[src/rtl/div_unit.sv]
// Multi-cycle radix-2 restoring divider for DIV/DIVU in EX.
// Returns {remainder, quotient} and stalls the pipeline while a divide is in progress.
module div_unit #(
    parameter int WIDTH = 32,
    parameter int CNT_W = 6
) (
    input  logic               clk,
    input  logic               rst,
    input  logic               div_start_i,
    input  logic               signed_div_i,
    input  logic [WIDTH-1:0]   opdata1_i,
    input  logic [WIDTH-1:0]   opdata2_i,
    input  logic               annul_i,
    output logic               stallreq_o,
    output logic               ready_o,
    output logic [2*WIDTH-1:0] result_o
);

    typedef enum logic [1:0] {FREE, BYZERO, ON, END} state_t;

    localparam logic [CNT_W-1:0] LAST = CNT_W'(WIDTH - 1);

    state_t           state;
    logic [CNT_W-1:0] cnt;
    logic [WIDTH-1:0] dvd;
    logic [WIDTH-1:0] dsr;
    logic [WIDTH-1:0] rem;
    logic             sgn;
    logic             s1;
    logic             s2;

    logic [WIDTH:0]   shifted;
    logic             qbit;
    logic [WIDTH-1:0] rem_nxt;
    logic [WIDTH-1:0] quo_nxt;

    function automatic logic [WIDTH-1:0] neg_if(input logic en, input logic [WIDTH-1:0] x);
        return en ? (~x + 1'b1) : x;
    endfunction

    function automatic logic [WIDTH-1:0] abs_val(input logic sgn_en, input logic [WIDTH-1:0] x);
        return neg_if(sgn_en & x[WIDTH-1], x);
    endfunction

    // One restoring step: the subtraction result fits in WIDTH bits whenever it is kept.
    always_comb begin
        shifted = {rem, dvd[WIDTH-1]};
        qbit    = (shifted >= {1'b0, dsr});
        rem_nxt = qbit ? (shifted[WIDTH-1:0] - dsr) : shifted[WIDTH-1:0];
        quo_nxt = {dvd[WIDTH-2:0], qbit};
    end

    always_comb begin
        stallreq_o = 1'b0;
        case (state)
            FREE:       stallreq_o = div_start_i & ~annul_i;
            BYZERO, ON: stallreq_o = 1'b1;
            default:    stallreq_o = 1'b0;
        endcase
    end

    always_ff @(posedge clk) begin
        if (rst) begin
            state    <= FREE;
            cnt      <= '0;
            ready_o  <= 1'b0;
            result_o <= '0;
        end else begin
            case (state)
                FREE: begin
                    if (div_start_i && !annul_i) begin
                        if (opdata2_i == '0) begin
                            state <= BYZERO;
                        end else begin
                            dvd   <= abs_val(signed_div_i, opdata1_i);
                            dsr   <= abs_val(signed_div_i, opdata2_i);
                            sgn   <= signed_div_i;
                            s1    <= opdata1_i[WIDTH-1];
                            s2    <= opdata2_i[WIDTH-1];
                            rem   <= '0;
                            cnt   <= '0;
                            state <= ON;
                        end
                    end
                end
                BYZERO: begin
                    if (annul_i) begin
                        state <= FREE;
                    end else begin
                        result_o <= '0;
                        ready_o  <= 1'b1;
                        state    <= END;
                    end
                end
                ON: begin
                    if (annul_i) begin
                        state <= FREE;
                    end else begin
                        dvd <= quo_nxt;
                        rem <= rem_nxt;
                        cnt <= cnt + 1'b1;
                        // Last step: sign fix-up is folded into the result register load.
                        if (cnt == LAST) begin
                            result_o <= {neg_if(sgn & s1, rem_nxt), neg_if(sgn & (s1 ^ s2), quo_nxt)};
                            ready_o  <= 1'b1;
                            state    <= END;
                        end
                    end
                end
                END: begin
                    if (!div_start_i) begin
                        ready_o <= 1'b0;
                        state   <= FREE;
                    end
                end
                default: state <= FREE;
            endcase
        end
    end

endmodule

[config.mk]
export PLATFORM = sky130hd
export DESIGN_NAME = div_unit
export DESIGN_NICKNAME = d
export VERILOG_FILES = /design/src/rtl/div_unit.sv
export SDC_FILE = /design/constraint.sdc
export NUM_CORES = 1
export LEC_CHECK = 0
export ABC_AREA = 1
export CAP_MARGIN = 20
export CORE_AREA = 2 2 160 162
export CTS_BUF_LIST = sky130_fd_sc_hd__clkbuf_2
export DETAILED_ROUTE_END_ITERATION = 8
export DIE_AREA = 0 0 162 164
export PLACE_DENSITY = 0.9
export SLEW_MARGIN = 20
export SYNTH_ARGS = -nofsm -noshare
export SYNTH_HDL_FRONTEND = slang
export SYNTH_SLANG_ARGS = --single-unit
[constraint.sdc]
create_clock -name clk -period 4.97 [get_ports clk]
set_input_delay 0.7455 -clock clk [delete_from_list [all_inputs] [get_ports clk]]
set_output_delay 0.7455 -clock clk [all_outputs]
set_load 0.01 [all_outputs]
Word-level counts from Yosys, hierarchy flattened:

Cells that the tools add are included.

* register bits: 172
* output and inout bits: 66

* $add $sub $neg: 6
* magnitude comparators: 1
* equality and inequality tests: 11
* mux-type cells: 34
* bitwise gates (word level): 13
* reduce and logical (&&, ||, !) cells: 14

Operator list (count)
* 32-bit two-way mux: 11
* 64-bit two-way mux: 3
* 32-bit by 1-bit adder with 32-bit output, second input constant: 4
* 32-bit NOT: 4
* 32-bit case mux with 2 select lines: 2
* 64-bit case mux with 2 select lines: 1
* 33-bit by 32-bit >= comparator with 1-bit output: 1
* 32-bit logical NOT: 1
* 32-bit subtractor: 1
* 6-bit two-way mux: 3
* 2-bit two-way mux: 6
* 2-bit inequality test, second input constant: 6
* 6-bit case mux with 2 select lines: 1
* 4-bit AND reduction: 3
* 5-bit AND reduction: 2
* 2-bit case mux with 4 select lines: 1
* 6-bit by 1-bit adder with 6-bit output, second input constant: 1
* 6-bit by 5-bit == test with 1-bit output, second input constant: 1
* 1-bit AND: 5
* 2-bit == test, second input constant: 2
* 1-bit two-way mux: 4
* 2-bit nonzero test: 2
* 3-bit inequality test, second input constant: 1
* 1-bit NOT: 3
* other kinds (10): 10

Longest topological paths before layout:

* word-level depth: 8
* depth in mapped cells: 28
* mapped depth without buffers: 27

Worst setup path after synthesis:

OpenSTA, ideal clock, no wires.

* path type: in2reg
* from: input opdata2_i[0]
* to: register dvd[0], enable pin
* data arrival time: 4.242 ns
* required time: 4.482 ns
* path slack: 0.240 ns
* stages on the path: 9
* path buffers: 0
* cells stage by stage: inv_1 > ha_1 > nand3_1 > nor3_1 > nand3_1 > nor4_1 > nand2_1 > nand3_1 > nor2_1

* cells in the longest elaborated chain, start to end: 3

RTL lines
* start: declaration: line 12 `input logic [WIDTH-1:0] opdata2_i,`
* 32-bit logical NOT: line 72 `if (opdata2_i == '0) begin`
* 2-bit inequality test (no line)
* 5-bit AND reduction (no line)
* end signal: assignment: line 75 `dvd <= abs_val(signed_div_i, opdata1_i);`
* end signal: assignment: line 99 `dvd <= quo_nxt;`
* end: declaration: line 25 `logic [WIDTH-1:0] dvd;`

No other way between the ends.
A chain may end at the register's enable or synchronous reset.

Worst setup path after layout:

* from: register rem[4]
* to: register result_o[28]

* cells in the longest elaborated chain, start to end: 7

RTL lines
* start: declaration: line 27 `logic [WIDTH-1:0] rem;`
* start signal: assignment: line 100 `rem <= rem_nxt;`
* 33-bit by 32-bit >= comparator with 1-bit output: line 48 `qbit = (shifted >= {1'b0, dsr});`
* 32-bit NOT: line 38 `return en ? (~x + 1'b1) : x;`
* 32-bit by 1-bit adder with 32-bit output: line 38
* 32-bit two-way mux: line 38
* 64-bit two-way mux: line 103 `if (cnt == LAST) begin`
* 64-bit two-way mux: line 96 `if (annul_i) begin`
* 64-bit case mux with 2 select lines: line 69 `case (state)`
* end signal: assignment: line 104 `result_o <= {neg_if(sgn & s1, rem_nxt), neg_if(sgn & (s1 ^ s2), quo_nxt)};`
* end: declaration: line 16 `output logic [2*WIDTH-1:0] result_o`

No other way between the ends. The select of a mux whose other input is x is not followed.

==> run_results.csv <==
group,metric,value,unit
outcome,outcome,"finished clean",
detailed_routing,wl_per_cell,16.6,microns
worst_setup_path,worst-path-buf-inv,3,
clock_network,clock_path_buffers,2,
sta,worst_slew_pin_slew,1.00,ns
final_layout,post-route-cell-area,0.0150,sq mm
logic_synthesis,syn-num-nets,2077,
clock_network,hold_buffers,0,
final_layout,areaGrowthSynthToFinish,13.8,%
power_and_ir_drop,p_leak,0.00669,uW
logic_synthesis,synth.area.top_cells,"edfxtp_1 (23%), nand2_1 (17%), dfxtp_1 (11%), inv_1 (7.7%), nor2_1 (5.2%)",
clock_network,insertion_delay,0.86,ns
worst_setup_path,crit_path_cell_trace,"ha_1 > nand2_1 > nor2_2 > nand3_1 > nand3_2 > nand2_2 > nand2_4 > a21oi_1 > ha_1 > inv_1 > nor3_1 > inv_1 > nor3_1 > inv_1 > nor3_2 > nand2_1 > nor3_2 > nand2_1 > nor2_2 > a21oi_1 > a21oi_1 > or2_2 > nand3_1 > a21oi_1",
die,initial_utilization,0.530,
sta,min_period,4.23,ns
worst_setup_path,r2r_cells,24,
clock_network,cts_buffers,17,
clock_network,cts-root-buf,"clkbuf_2",
worst_setup_path,crit_family,"simple AND/OR/NAND/NOR gates",
clock_network,ctsHtreeMaxLevel,4,
sta,period_share,0.851,
logic_synthesis,synth.largest_area_cell,"edfxtp_1",
placement,dp_hpwl,31200,microns
worst_setup_path,slowest_delay,0.56,ns
detailed_routing,ant_nets,0,
logic_synthesis,synth_top_area_share,0.226,
worst_setup_path,cpMostUsedCell,"a21oi_1",
sta,hold_viol_final,0,
final_layout,layout.nets,2185,
min_path,hold_class,"input pin to register",
detailed_routing,drcViolationCount,0,
detailed_routing,dr_total_vias,13300,
sta,setup-tns-final,0,ns
worst_setup_path,endpoint_kind,"register",
placement,io_buffer_count,134,
clock_network,clk_pin_slew,0.30,ns
grt,grt_pass1_wl,63500,microns
grt,first_global_vias,12600,
min_path,min_path_cells,2,
worst_setup_path,r2r_start,"rem[4]",
clock_network,postCtsSetupBuffers,0,
logic_synthesis,ys_types,49,
grt,grt_overflow,0,
detailed_routing,avgViaCountPerCell,5.48,
placement,gp_congestion,1.01,
logic_synthesis,avgSynthCellArea,6.70,sq um
sta,setup_viol,0,
worst_setup_path,cp.required,5.77,ns
grt,grtUsageTotal,0.306,
worst_setup_path,crit_type,"register to register",
die,die_h,164,microns
detailed_routing,drt_wl_total,40200,microns
logic_synthesis,synth_area,0.0132,sq mm
logic_synthesis,ys_seq_elements,172,
logic_synthesis,ys_warn_count,0,
worst_setup_path,cp_slowest_cell,"edfxtp_1",
min_path,worstHoldStart,"rst",
worst_setup_path,cp-start-kind,"register",
logic_synthesis,syn_inst,1965,
worst_setup_path,crit_start,"rem[4]",
sta,finalMaxSlewViolations,0,
die,io_pins,135,
power_and_ir_drop,ir_worst_vdd,0.000387,V
die,rows,58,
clock_network,post_cts_resize_count,0,
power_and_ir_drop,power,7170,uW
clock_network,cts_tree,"built",
run,cap_violations,0,
power_and_ir_drop,power-per-cell-area,479,mW/mm^2
detailed_routing,drt-initial-drc-count,1125,
worst_setup_path,cp.arrival,5.03,ns
clock_network,clock_sinks,172,
placement,placedInstanceArea,0.0147,sq mm
worst_setup_path,cp_max_fo,4,
sta,clock.fmax,0.236,GHz
detailed_routing,firstDrtPassIters,6,
worst_setup_path,worst-path-stages,24,
sta,fin_skew,0.0495,ns
die,core,0.0248,sq mm
die,dieArea,0.0266,sq mm
sta,rsz0062_at_grt,"no",
grt,antenna_found_initial,1,
logic_synthesis,seq_area_frac_synth,0.337,
sta,slew_headroom,0.329,
final_layout,drive_above_1_share,0.0753,
die,dieWidth,162,microns
grt,grt_max_degree,64,
[kinds of logic after synthesis]
| logic type | after synthesis | synth area share |
|---|---|---|
| buffers and inverters | 344 | 0.106 |
| adder cells (fa/ha/maj) | 43 | 0.0415 |
| XOR/XNOR | 71 | 0.0473 |
| AO/OA/AOI/OAI | 240 | 0.0988 |
| AND/OR/NAND/NOR | 1095 | 0.369 |
| flip-flops | 172 | 0.337 |
[synthesized netlist by cell type, drive strengths merged]
| cell | n |
|---|---|
| nand3 | 139 |
| a32o | 1 |
| and2 | 6 |
| nand4 | 24 |
| a21oi | 135 |
| nor4 | 6 |
| fa | 1 |
| a211oi | 1 |
| clkinv | 1 |
| o21bai | 2 |
| edfxtp | 99 |
| nor3 | 37 |
| ha | 42 |
| or2 | 11 |
| a31oi | 3 |
| o31ai | 2 |
| o21ai | 87 |
| o211ai | 5 |
| a21o | 2 |
| a221oi | 2 |
| inv | 286 |
| nand2 | 639 |
| xnor2 | 30 |
| nor2 | 203 |
| xor2 | 41 |
| nor3b | 2 |
| clkbuf | 35 |
| dfxtp | 73 |
| nand3b | 28 |
| buf | 22 |
[power breakdown]
part | internal (uW) | switching, uW | total [uW]
Combinational | 1340 | 2850 | 4190
Sequential | 1920 | 226 | 2150
Clock | 183 | 645 | 828
[area by class of cell]
cell class | instances | area [sq um]
fillers | 2340 | 9850
multi-input cells | 1449 | 7340
flip-flops and latches | 172 | 4430
repair buffers | 146 | 1430
inverters | 287 | 1080
well taps | 330 | 413
clock inverters | 15 | 190
clock buffers | 17 | 85.1
diodes | 1 | 2.50
[per-layer routing]
metal,global-route usage,up-vias,part of all wire
met1,0.368,6053,0.39
met4,0.144,0,0.046
met2,0.544,585,0.49
met3,0.0412,104,0.074
met5,0,-,0
li1,-,6508,-
[sequential cells by signal (all words and copies together) (netlist names)]
signal    count
s2            1
sgn           1
ready_o       1
rem          32
dsr          32
s1            1
result_o     64
dvd          32
cnt           6
state         2
[cell usage in the layout, fill, tap and decap left out, types with 7 or more instances in the layout]
master	netlist	layout
a21oi_1	130	130
buf_4	3	12
clkbuf_2	0	17
clkdlybuf4s50_1	0	133
dfxtp_1	73	73
edfxtp_1	99	99
ha_1	42	42
inv_1	271	270
inv_2	15	14
nand2_1	598	598
nand2_2	36	36
nand3_1	132	132
nand3_2	7	7
nand3b_1	27	27
nand4_1	23	23
nor2_1	182	180
nor2_2	10	11
nor2_4	10	11
nor3_1	35	34
o21ai_0	79	79
or2_2	11	11
xnor2_1	30	30
xor2_1	41	41
[through the flow]
stage                     instances  utilization  setup WS [ns]  hold WS (ns)
after floorplan                1965            -          0.240         0.467
after global routing           2417        0.603          0.284         0.130
after CTS                      2416        0.603          0.758         0.154
after global placement         2384        0.592          0.967         0.453
after detailed placement       2384        0.592          0.805         0.455
final                          2417        0.603          0.741         0.170
[path summary, 6_finish.rpt]
path / to / slack, ns
worst max-delay path: result_o[28] / 0.74
worst min-delay path: state[0] / 0.17
worst max register to register: result_o[28] / 0.74
worst min register to register: result_o[14] / 0.48
Power figures use the tool's default switching activity.
